$ cat config.mk
export PLATFORM = sky130hd
export DESIGN_NAME = mem_access
export DESIGN_NICKNAME = d
export VERILOG_FILES = /design/src/rtl/mem_access.sv
export SDC_FILE = /design/constraint.sdc
export NUM_CORES = 1
export LEC_CHECK = 0
export BUFFER_PORTS_ARGS = -buffer_cell sky130_fd_sc_hd__buf_2
export CAP_MARGIN = 20
export CORE_MARGIN = 1.5
export CORE_UTILIZATION = 52
export CTS_BUF_LIST = sky130_fd_sc_hd__clkbuf_4 sky130_fd_sc_hd__clkbuf_8
export DETAILED_ROUTE_END_ITERATION = 6
export PLACE_DENSITY = 0.83
export SLEW_MARGIN = 40
export SYNTH_ARGS = -nofsm -noshare
export SYNTH_HDL_FRONTEND = slang
export SYNTH_SLANG_ARGS = --single-unit
$ cat constraint.sdc
create_clock -name clk -period 2.73 [get_ports clk]
set_input_delay 0.1365 -clock clk [delete_from_list [all_inputs] [get_ports clk]]
set_output_delay 0.1365 -clock clk [all_outputs]
set_load 0.02 [all_outputs]
$ cat src/rtl/mem_access.sv
`default_nettype none
// ============================================================================
//  Module      : mem_access
//  Description : MEM-stage load/store unit. Accepts one instruction at a time,
//                issues an aligned word request on the data bus with lane
//                mask/data, aligns and extends load results, and reports
//                misaligned-address and response-timeout faults.
//  Revision    : 1.0  initial release
// ============================================================================
module mem_access #(
    parameter int unsigned TIMEOUT_CYC = 255
) (
    input  logic        clk,
    input  logic        rst,
    input  logic        in_valid,
    output logic        in_ready,
    input  logic [31:0] in_addr,
    input  logic [7:0]  in_mem_type,
    input  logic [31:0] in_wdata,
    output logic        dbus_req,
    output logic        dbus_wen,
    output logic [31:0] dbus_addr,
    output logic [3:0]  dbus_wmask,
    output logic [31:0] dbus_wdata,
    input  logic        dbus_gnt,
    input  logic        dbus_rvalid,
    input  logic [31:0] dbus_rdata,
    output logic        out_valid,
    input  logic        out_ready,
    output logic [31:0] out_load_data,
    output logic        out_misalign,
    output logic        out_bus_err
);

    typedef enum logic [1:0] {
        S_IDLE = 2'd0,
        S_REQ  = 2'd1,
        S_WAIT = 2'd2,
        S_DONE = 2'd3
    } state_t;

    // Last WAIT count value; reaching it without a response ends the access.
    localparam logic [7:0] c_TO_LAST = 8'(TIMEOUT_CYC - 1);

    state_t      r_state;
    logic [31:0] r_addr;
    logic [7:0]  r_type;
    logic [31:0] r_wdata;
    logic [7:0]  r_cnt;
    logic [31:0] r_load_data;
    logic        r_misalign;
    logic        r_bus_err;

    logic        w_accept;
    logic        w_is_mem;
    logic        w_misalign;
    logic        w_is_store;
    logic [31:0] w_rshift;
    logic [31:0] w_load_data;
    logic [3:0]  w_wmask;
    logic [31:0] w_wdata;

    assign w_accept   = in_valid && in_ready;
    assign w_is_mem   = |in_mem_type;
    // Halfwords need even addresses, words need 4-byte alignment.
    assign w_misalign = ((in_mem_type[1] | in_mem_type[4] | in_mem_type[6]) & in_addr[0])
                      | ((in_mem_type[2] | in_mem_type[7]) & (in_addr[1:0] != 2'b00));
    assign w_is_store = |r_type[7:5];
    assign w_rshift   = dbus_rdata >> {r_addr[1:0], 3'b000};

    // Extract and extend the addressed byte/halfword from the response word.
    always_comb begin
        w_load_data = 32'h0;
        if (r_type[0])      w_load_data = {{24{w_rshift[7]}}, w_rshift[7:0]};
        else if (r_type[1]) w_load_data = {{16{w_rshift[15]}}, w_rshift[15:0]};
        else if (r_type[2]) w_load_data = w_rshift;
        else if (r_type[3]) w_load_data = {24'h0, w_rshift[7:0]};
        else if (r_type[4]) w_load_data = {16'h0, w_rshift[15:0]};
    end

    // Place store data into its byte lanes; loads write no lanes.
    always_comb begin
        w_wmask = 4'b0000;
        w_wdata = 32'h0;
        if (r_type[5]) begin
            w_wmask = 4'b0001 << r_addr[1:0];
            w_wdata = {4{r_wdata[7:0]}};
        end else if (r_type[6]) begin
            w_wmask = 4'b0011 << r_addr[1:0];
            w_wdata = {2{r_wdata[15:0]}};
        end else if (r_type[7]) begin
            w_wmask = 4'b1111;
            w_wdata = r_wdata;
        end
    end

    // Access sequencing: accept, request, wait for response or timeout, hand off.
    always_ff @(posedge clk) begin
        if (!rst) begin
            r_state     <= S_IDLE;
            r_addr      <= 32'h0;
            r_type      <= 8'h0;
            r_wdata     <= 32'h0;
            r_cnt       <= 8'h0;
            r_load_data <= 32'h0;
            r_misalign  <= 1'b0;
            r_bus_err   <= 1'b0;
        end else begin
            case (r_state)
                S_IDLE, S_DONE: begin
                    if (w_accept) begin
                        r_addr      <= in_addr;
                        r_type      <= in_mem_type;
                        r_wdata     <= in_wdata;
                        r_cnt       <= 8'h0;
                        r_load_data <= 32'h0;
                        r_bus_err   <= 1'b0;
                        r_misalign  <= w_misalign;
                        r_state     <= (!w_is_mem || w_misalign) ? S_DONE : S_REQ;
                    end else if (r_state == S_DONE && out_ready) begin
                        r_state <= S_IDLE;
                    end
                end
                S_REQ: begin
                    // A response in the grant cycle belongs to no accepted request.
                    if (dbus_gnt) begin
                        r_cnt   <= 8'h0;
                        r_state <= S_WAIT;
                    end
                end
                S_WAIT: begin
                    if (dbus_rvalid) begin
                        r_load_data <= w_is_store ? 32'h0 : w_load_data;
                        r_state     <= S_DONE;
                    end else if (r_cnt == c_TO_LAST) begin
                        r_bus_err   <= 1'b1;
                        r_load_data <= 32'h0;
                        r_state     <= S_DONE;
                    end else begin
                        r_cnt <= r_cnt + 8'd1;
                    end
                end
                default: r_state <= S_IDLE;
            endcase
        end
    end

    // Handshake and result outputs are forced inactive while reset is held.
    assign in_ready      = rst && ((r_state == S_IDLE) || ((r_state == S_DONE) && out_ready));
    assign dbus_req      = rst && (r_state == S_REQ);
    assign out_valid     = rst && (r_state == S_DONE);
    assign out_load_data = rst ? r_load_data : 32'h0;
    assign out_misalign  = rst && r_misalign;
    assign out_bus_err   = rst && r_bus_err;

    assign dbus_wen      = w_is_store;
    assign dbus_addr     = {r_addr[31:2], 2'b00};
    assign dbus_wmask    = w_wmask;
    assign dbus_wdata    = w_wdata;

endmodule
`default_nettype wire

Word-level counts from Yosys, hierarchy flattened --
Cells that the tools add are included.
Operators by class: reduce and logical (&&, ||, !) cells 21, equality and inequality tests 11, add/sub/neg operators 1, bitwise logic cells 6, shift-type cells 3, multiplexer cells 33
Operators by type and width (number):
- 32-bit 2-to-1 mux | 11
- 32-bit case mux with 2 select lines | 1
- 16-bit 2-to-1 mux | 2
- 8-bit 2-to-1 mux | 4
- 32-bit by 5-bit >> shifter with 32-bit output | 1
- 8-bit case mux with 3 select lines | 1
- 2-bit 2-to-1 mux | 6
- 4-bit 2-to-1 mux | 3
- 2-bit != test, second input constant | 5
- 8-bit by 1-bit adder with 8-bit output, second input constant | 1
- 8-bit equality test, second input constant | 1
- 4-bit AND reduction | 2
- 8-bit OR reduction | 1
- 1-bit logical AND | 7
- 3-bit != test, second input constant | 2
- 2-bit case mux with 3 select lines | 1
- 3-bit AND reduction | 2
- 2-bit equality test, second input constant | 2
- 1-bit bitwise OR | 4
- 2-bit nonzero test | 2
- 1-bit by 2-bit left shift with 4-bit output, first input constant | 1
- 2-bit by 2-bit left shift with 4-bit output, first input constant | 1
- 1-bit 2-to-1 mux | 3
- 3-bit OR reduction | 1
- other kinds (8) | 10
Storage, ports and cells: flip-flop bits (word level) 116

Longest topological paths before layout --
Gate-level depths: netlist (run 1).
depth after elaboration 9, gate-level depth with buffers 8, gate-level depth less buffers 6

Least setup slack after synthesis (run 1) --
OpenSTA, ideal clock, no wires.
path type register to register, start reg r_state[0], end reg r_cnt[6], library setup time 0.120 ns, data arrival time 1.775 ns, stages on the path, launching flop included 8, slack 0.835 ns, path through dfxtp_1 -> inv_1 -> ha_1 -> buf_2 -> a21oi_1 -> or3_1 -> and2_1 -> o31a_1
On the way: cells in the longest elaborated chain, start to end 7, elaborated cells on any way between the ends 15, those cells by class eq/ne: 7; mux: 1; reduce/logical: 7
RTL lines:
- start, declared | RTL line 45 | state_t r_state;
- start signal, assigned | RTL line 119 | r_state <= (!w_is_mem || w_misalign) ? S_DONE : S_REQ;
- 2-bit equality test | RTL line 109, 149
- 1-bit logical AND | RTL line 149 | assign in_ready = rst && ((r_state == S_IDLE) || ((r_state == S_DONE) && out_ready));
- 1-bit logical OR | RTL line 149
- 1-bit logical AND | RTL line 149
- 1-bit logical AND | RTL line 63 | assign w_accept = in_valid && in_ready;
- 2-bit != test (no source line)
- 4-bit AND reduction (no source line)
- end signal, assigned | RTL line 140 | r_cnt <= r_cnt + 8'd1;
- end, declared | RTL line 49 | logic [7:0] r_cnt;
Parallel ways exist; a longest one is shown, timed or not. A chain may end at the register's enable or synchronous reset.

Final worst setup path (run 1) --
start reg r_state[0], end reg r_cnt[1]
The elaborated chain is that of the path after synthesis.

==> out/qor.yml, run 1 <==
fillers: 895
r2r_slack_ps: 510
postSynthCellCount: 822
routabilityCongestion: 0.8792
dieWidth_microns: 112.6
dr_wl_met2_microns: 9749
grt_max_degree: 75
start_kind: "register"
min_path_type: "input pin to register"
diodes: 0
wl_met1_microns: 7585
crit_path_cell_trace: "inv_1, ha_1, a21oi_1, nor4_1, nand2_1, o32ai_1"
status: "completed"
final_antenna_net_count: 0
yosysSeqAreaShare: 0.3716
cp_num_buf_inv: 1
grt_pass1_wl_microns: 32020
slew_viol_final: 0
place_inst: 1104
synth_area_per_cell_sq_um: 7.603
crit_family: "simple AND/OR/NAND/NOR gates"
grt_usage: 0.3143
p_leak_nw: 3.681
cap_violations: 0
dr.pass1.iters: 5
cts_buffers: 17
synth_commonest_cells: "nand2_1 (210), dfxtp_1 (116), a21oi_1 (104)"
ys_types: 53
worstPathArrival_ps: 2560
cts_hold_buf: 72
final.min_clock_period_ps: 2217
p_per_area_mw_per_mm2: 686.7
worstSetupEndpointType: "register"
ios: 216
period_share: 0.8121
wl_per_cell_microns: 16.37
clock_latency_ps: 440
h-tree-depth: 4
tritoncts: "built"
rsz0062_at_grt: "no"
clockBufferDepth: 2
fin_setup_tns_ps: 0
final_cells: 1207
start_util: 0.5404
hpwl_microns: 12750
hold_violations: 0
top_layer: "met5"
tightest_slew_ps: 660.3
fin_area_sq_mm: 0.008320
synth_edf_count: 0
setup_viol: 0
grt_overflow: 0
drc: 0
rows: 39
ir_worst_vdd_v: 0.0003883
cts.sinks: 116
nNetsFinal: 1172
viasPerCell: 5.679
slew_headroom: 0.5558
post_cts_buffers: 0
crit_type: "register to register"
grt_pass1_vias: 6734
synth_largest_area_cell: "dfxtp_1"
syn_area_sq_mm: 0.006250
io_buffers: 213
wirelength_microns: 19760
synth_top_cell_area_share: 0.3716
holdWs_ps: 132.6
cpPeakStageDelay_ps: 610
path_clk_slew_ps: 70
ys_ff_latch: 116
placed_cell_area_sq_mm: 0.007167
cts-root-buf: "clkbuf_8"
core_sq_mm: 0.01156
antenna_found_initial: 1
wl_met3_microns: 1725
yosysMostFrequentCell: "nand2_1"
cp.required_ps: 3080
crit_fanout: 10
p_total_mw: 5.714
ys_warn_count: 0
die_area_sq_mm: 0.01269
ctsResizeCount: 0
crit_path_top_delay_cell: "nor4_1"
skew_ps: 13.31
drive_gt1_frac: 0.2716
areaGrowthSynthToFinish_pct: 33.13
synth_ff_type: "dfxtp_1"
synthArstFlopShare: 0
vias: 6855
synthTopCellsByArea: "dfxtp_1 (37%), nand2_1 (13%), a21oi_1 (8.3%), o21ai_0 (5.3%), and2_1 (4.7%)"
drt_iter0_markers: 618
die_h_microns: 112.6
fmax_ghz: 0.4511
tightest hold or removal path: cells and delay by family:
kind | cells | cell delay, ps
buffers and inverters | 1 | 130
AO/OA/AOI/OAI | 2 | 260
logic make-up after synthesis:
group                    synth area share
AO/OA/AOI/OAI                      0.2230
adder cells (fa/ha/maj)           0.02002
buffers and inverters             0.08649
flip-flops                         0.3716
multiplexers                      0.05766
other                           0.0006000
AND/OR/NAND/NOR                    0.2406
per-stage QoR:
step / utilization / setup WS, ps
2_1_floorplan: - / 835.3
3_3_place_gp: 0.6197 / 590.2
3_5_place_dp: 0.6197 / 532.8
4_1_cts: 0.7190 / 512.7
5_1_grt: 0.7195 / 325.5
6_report: 0.7195 / 513.0
registers in the layout (all words and copies together) (netlist names):
name / count
r_addr: 32
r_load_data: 32
r_wdata: 32
r_cnt: 8
r_type: 8
r_state: 2
r_bus_err: 1
r_misalign: 1
routing by layer:
layer / track usage / vias up
li1: - / 3267
met1: 0.3530 / 3122
met2: 0.5451 / 402
met3: 0.08855 / 62
met4: 0.1595 / 2
met5: 0 / -
path summary, 6_finish.rpt:
path | start | cells past startpoint | to
hold reg to reg | r_addr[26] | 2 | r_addr[26]
setup reg to reg | r_state[0] | 6 | r_cnt[1]
hold / removal | dbus_rdata[17] | 3 | r_load_data[9]
setup / recovery | r_state[0] | 6 | r_cnt[1]
cell type report:
cell class              instances  area (sq um)  area share
flip-flops and latches        116          2322      0.2791
inverters                      11         41.29    0.004962
repair buffers                303          1947      0.2340
well taps                     143         178.9     0.02150
clock inverters                 8         123.9     0.01489
multi-input cells             603          3403      0.4090
clock buffers                  23         304.0     0.03654
power breakdown:
group | leakage (nW) | internal (mW) | switching [mW]
Combinational | 2.53 | 0.702 | 1.32
Clock | 0.215 | 1.01 | 0.702
Sequential | 0.940 | 1.86 | 0.118
cells in the final DEF, fill, tap and decap left out, drive strengths merged, types with 9 or more instances in the layout:
cell,instances
inv,11
nand4,17
a21oi,104
o31ai,10
buf,231
nand2,210
clkbuf,23
nor2,19
ha,10
dlygate4sd3,72
and2,47
mux2i,9
o21ai,67
dfxtp,116
No activity file was read; power rests on OpenSTA's default activity.
==> run 2: changes to the inputs <==
--- a/config.mk
+++ b/config.mk
@@ -5,13 +5,14 @@
 export SDC_FILE = /design/constraint.sdc
 export NUM_CORES = 1
 export LEC_CHECK = 0
+export ABC_AREA = 1
 export BUFFER_PORTS_ARGS = -buffer_cell sky130_fd_sc_hd__buf_2
 export CAP_MARGIN = 20
 export CORE_MARGIN = 1.5
-export CORE_UTILIZATION = 52
+export CORE_UTILIZATION = 47
 export CTS_BUF_LIST = sky130_fd_sc_hd__clkbuf_4 sky130_fd_sc_hd__clkbuf_8
 export DETAILED_ROUTE_END_ITERATION = 6
-export PLACE_DENSITY = 0.83
+export PLACE_DENSITY = 0.78
 export SLEW_MARGIN = 40
 export SYNTH_ARGS = -nofsm -noshare
 export SYNTH_HDL_FRONTEND = slang
==> constraint.sdc (replaced) <==
create_clock -name clk -period 1.85 [get_ports clk]
set_input_delay 0.0925 -clock clk [delete_from_list [all_inputs] [get_ports clk]]
set_output_delay 0.0925 -clock clk [all_outputs]
set_load 0.02 [all_outputs]
==> out/qor.yml, run 2 <==
drt_iter0_markers: 691
slew_viol_final: 0
crit_fanout: 13
wirelength_microns: 20190
grt_pass1_wl_microns: 31300
met2_usage: 0.4508
cts-root-buf: "clkbuf_8"
p_seq_frac: 0.330
grt_overflow: 0
clockBufferDepth: 2
fillers: 1146
ys_ff_latch: 116
areaGrowthSynthToFinish_pct: 36.20
io_buffers: 213
drc: 2
ys_warn_count: 0
vias: 7175
die_h_microns: 119.8
ios: 216
seq_area_sq_mm: 0.002328
cp.required_ps: 1760
reg.largest.list: "r_addr (32), r_load_data (32), r_wdata (32)"
fmax_ghz: 0.5576
nNetsFinal: 1359
dieWidth_microns: 119.8
worstSetupEndpointType: "output pin"
ys_types: 41
cts.sinks: 116
synth_area_per_cell_sq_um: 6.473
drive_gt1_frac: 0.2506
placed_cell_area_sq_mm: 0.007446
die_area_sq_mm: 0.01434
min_path_type: "input pin to register"
grt_use_met3: 0.07414
yosysSeqAreaShare: 0.3624
synth_ff_type: "dfxtp_1"
worstPathArrival_ps: 1700
grt_max_degree: 59
ir_worst_vdd_v: 0.0007548
synth_edf_count: 0
syn_area_sq_mm: 0.006409
synth_largest_area_cell: "dfxtp_1"
status: "finished, violations left"
multi_input_area_sq_mm: 0.003164
path_clk_slew_ps: 70
tritoncts: "built"
p_int_mw: 5.726
postSynthCellCount: 990
synthTopCellsByArea: "dfxtp_1 (36%), nand2_1 (18%), a21oi_1 (7.6%), inv_1 (7.0%), o21ai_0 (5.3%)"
final_antenna_net_count: 0
core_sq_mm: 0.01330
violations: "design-rule violations"
diodes: 0
grt_usage: 0.2708
viasPerCell: 5.035
routabilityCongestion: 0.9058
cts_buffers: 17
p_sw_frac: 0.4035
clock_latency_ps: 440
final_common_cell: "nand2_1"
yosysMostFrequentCell: "nand2_1"
p_sw_mw: 3.873
skew_ps: 7.380
final_cell_mix: "nand2_1 (310), buf_2 (211), inv_1 (114)"
cap_violations: 0
p_total_mw: 9.599
fin_area_sq_mm: 0.008728
grtUsageMet1: 0.3328
wl_per_cell_microns: 14.16
antenna_found_initial: 0
synth_top_cell_area_share: 0.3624
period_share: 0.9694
setup_viol: 0
h-tree-depth: 4
synthArstFlopShare: 0
dr.pass1.iters: 7
p_per_area_mw_per_mm2: 1100
grt-busiest-layer: "met2"
clock_power_share: 0.244
final.min_clock_period_ps: 1793
hold_violations: 0
crit_type: "register to output pin"
grt_pass1_vias: 6678
p_comb_frac: 0.425
hpwl_microns: 12760
synth_commonest_cells: "nand2_1 (311), inv_1 (119), dfxtp_1 (116)"
start_util: 0.4820
rows: 42
start_kind: "register"
p_leak_nw: 4.511
run 2: cell types whose count changed in the layout (fill, tap and decap cells not counted), sizes merged, moves of 9 or more:
cell	change
nand3	+37
buf	+10
inv	+110
nor2	+55
nand4	-13
nand2	+107
mux2i	-9
and2	-41
run 2: cells by family (layout without fill, tap and decap cells):
kind of cell / count (synthesis) / after routing / synth area share
AOI/OAI and AO/OA: 203 / 203 / 0.1734
DFF: 116 / 116 / 0.3624
buffers and inverters: 213 / 470 / 0.1523
and+or+nand+nor: 445 / 446 / 0.2891
adders and majority gates: 10 / 10 / 0.01952
xor gates and xnor gates: 2 / 2 / 0.002734
other: 1 / 2 / 0.0005851
run 2: power groups by stage:
stage | logic [mW] | registers, mW | clock network (mW)
6_report | 4.08 | 3.17 | 2.35
5_1_grt | 4.50 | 3.21 | 2.48
4_1_cts | 3.84 | 3.14 | 2.36
3_5_place_dp | 3.68 | 3.19 | 0
3_3_place_gp | 3.64 | 3.18 | 0
2_1_floorplan | 2.71 | 3.13 | 0
run 2: per-layer routing:
metal,share of wire,vias up
li1,-,3578
met1,0.42,3213
met2,0.47,333
met3,0.077,51
met4,0.030,0
met5,0,-
run 2: final timing paths:
path	from	to	slack (ps)	cells after the start
worst max-delay path	r_type[7]	dbus_wdata[22]	60	6
worst min-delay path	in_mem_type[5]	r_type[5]	30	3
worst max register to register	r_state[1]	r_addr[27]	80	9
worst min register to register	r_wdata[18]	r_wdata[18]	460	2
run 2: area by class of cell:
class,count,area share
Multi-Input combinational cell,663,0.3625
Sequential cell,116,0.2668
Timing Repair Buffer,313,0.2435
Inverter,127,0.05677
Clock buffer,24,0.03569
Tap cell,176,0.02523
Clock inverter,5,0.008601
Timing Repair inverter,1,0.0008601
run 2: timing repair:
action                                 in CTS  in global routing
pin swaps                                   1                  1
cloned                                      0                  3
setup buffers                               2                  2
resized for setup                           8                 29
setup endpoints to repair                  22                128
hold buffers                               71                  0
endpoints found under the hold margin      71                  0
run 2: critical path: stages, from the launching register on:
cell	delay [ps]
dfxtp_2	340
inv_2	60
nor2_4	120
clkinv_2	70
buf_6	150
o32ai_1	290
buf_2	230
run 2: stage by stage:
step           instances  utilization  TNS, ps  hold slack [ps]  setup slack (ps)
2_1_floorplan        991            -        0            235.4             184.8
3_3_place_gp        1318       0.5600        0            339.8             85.81
3_5_place_dp        1318       0.5600   -15.74            347.9            -12.29
4_1_cts             1420       0.6451        0           0.8729             3.588
5_1_grt             1425       0.6565   -179.5            13.78            -100.1
6_report            1425       0.6565        0            29.91             56.53
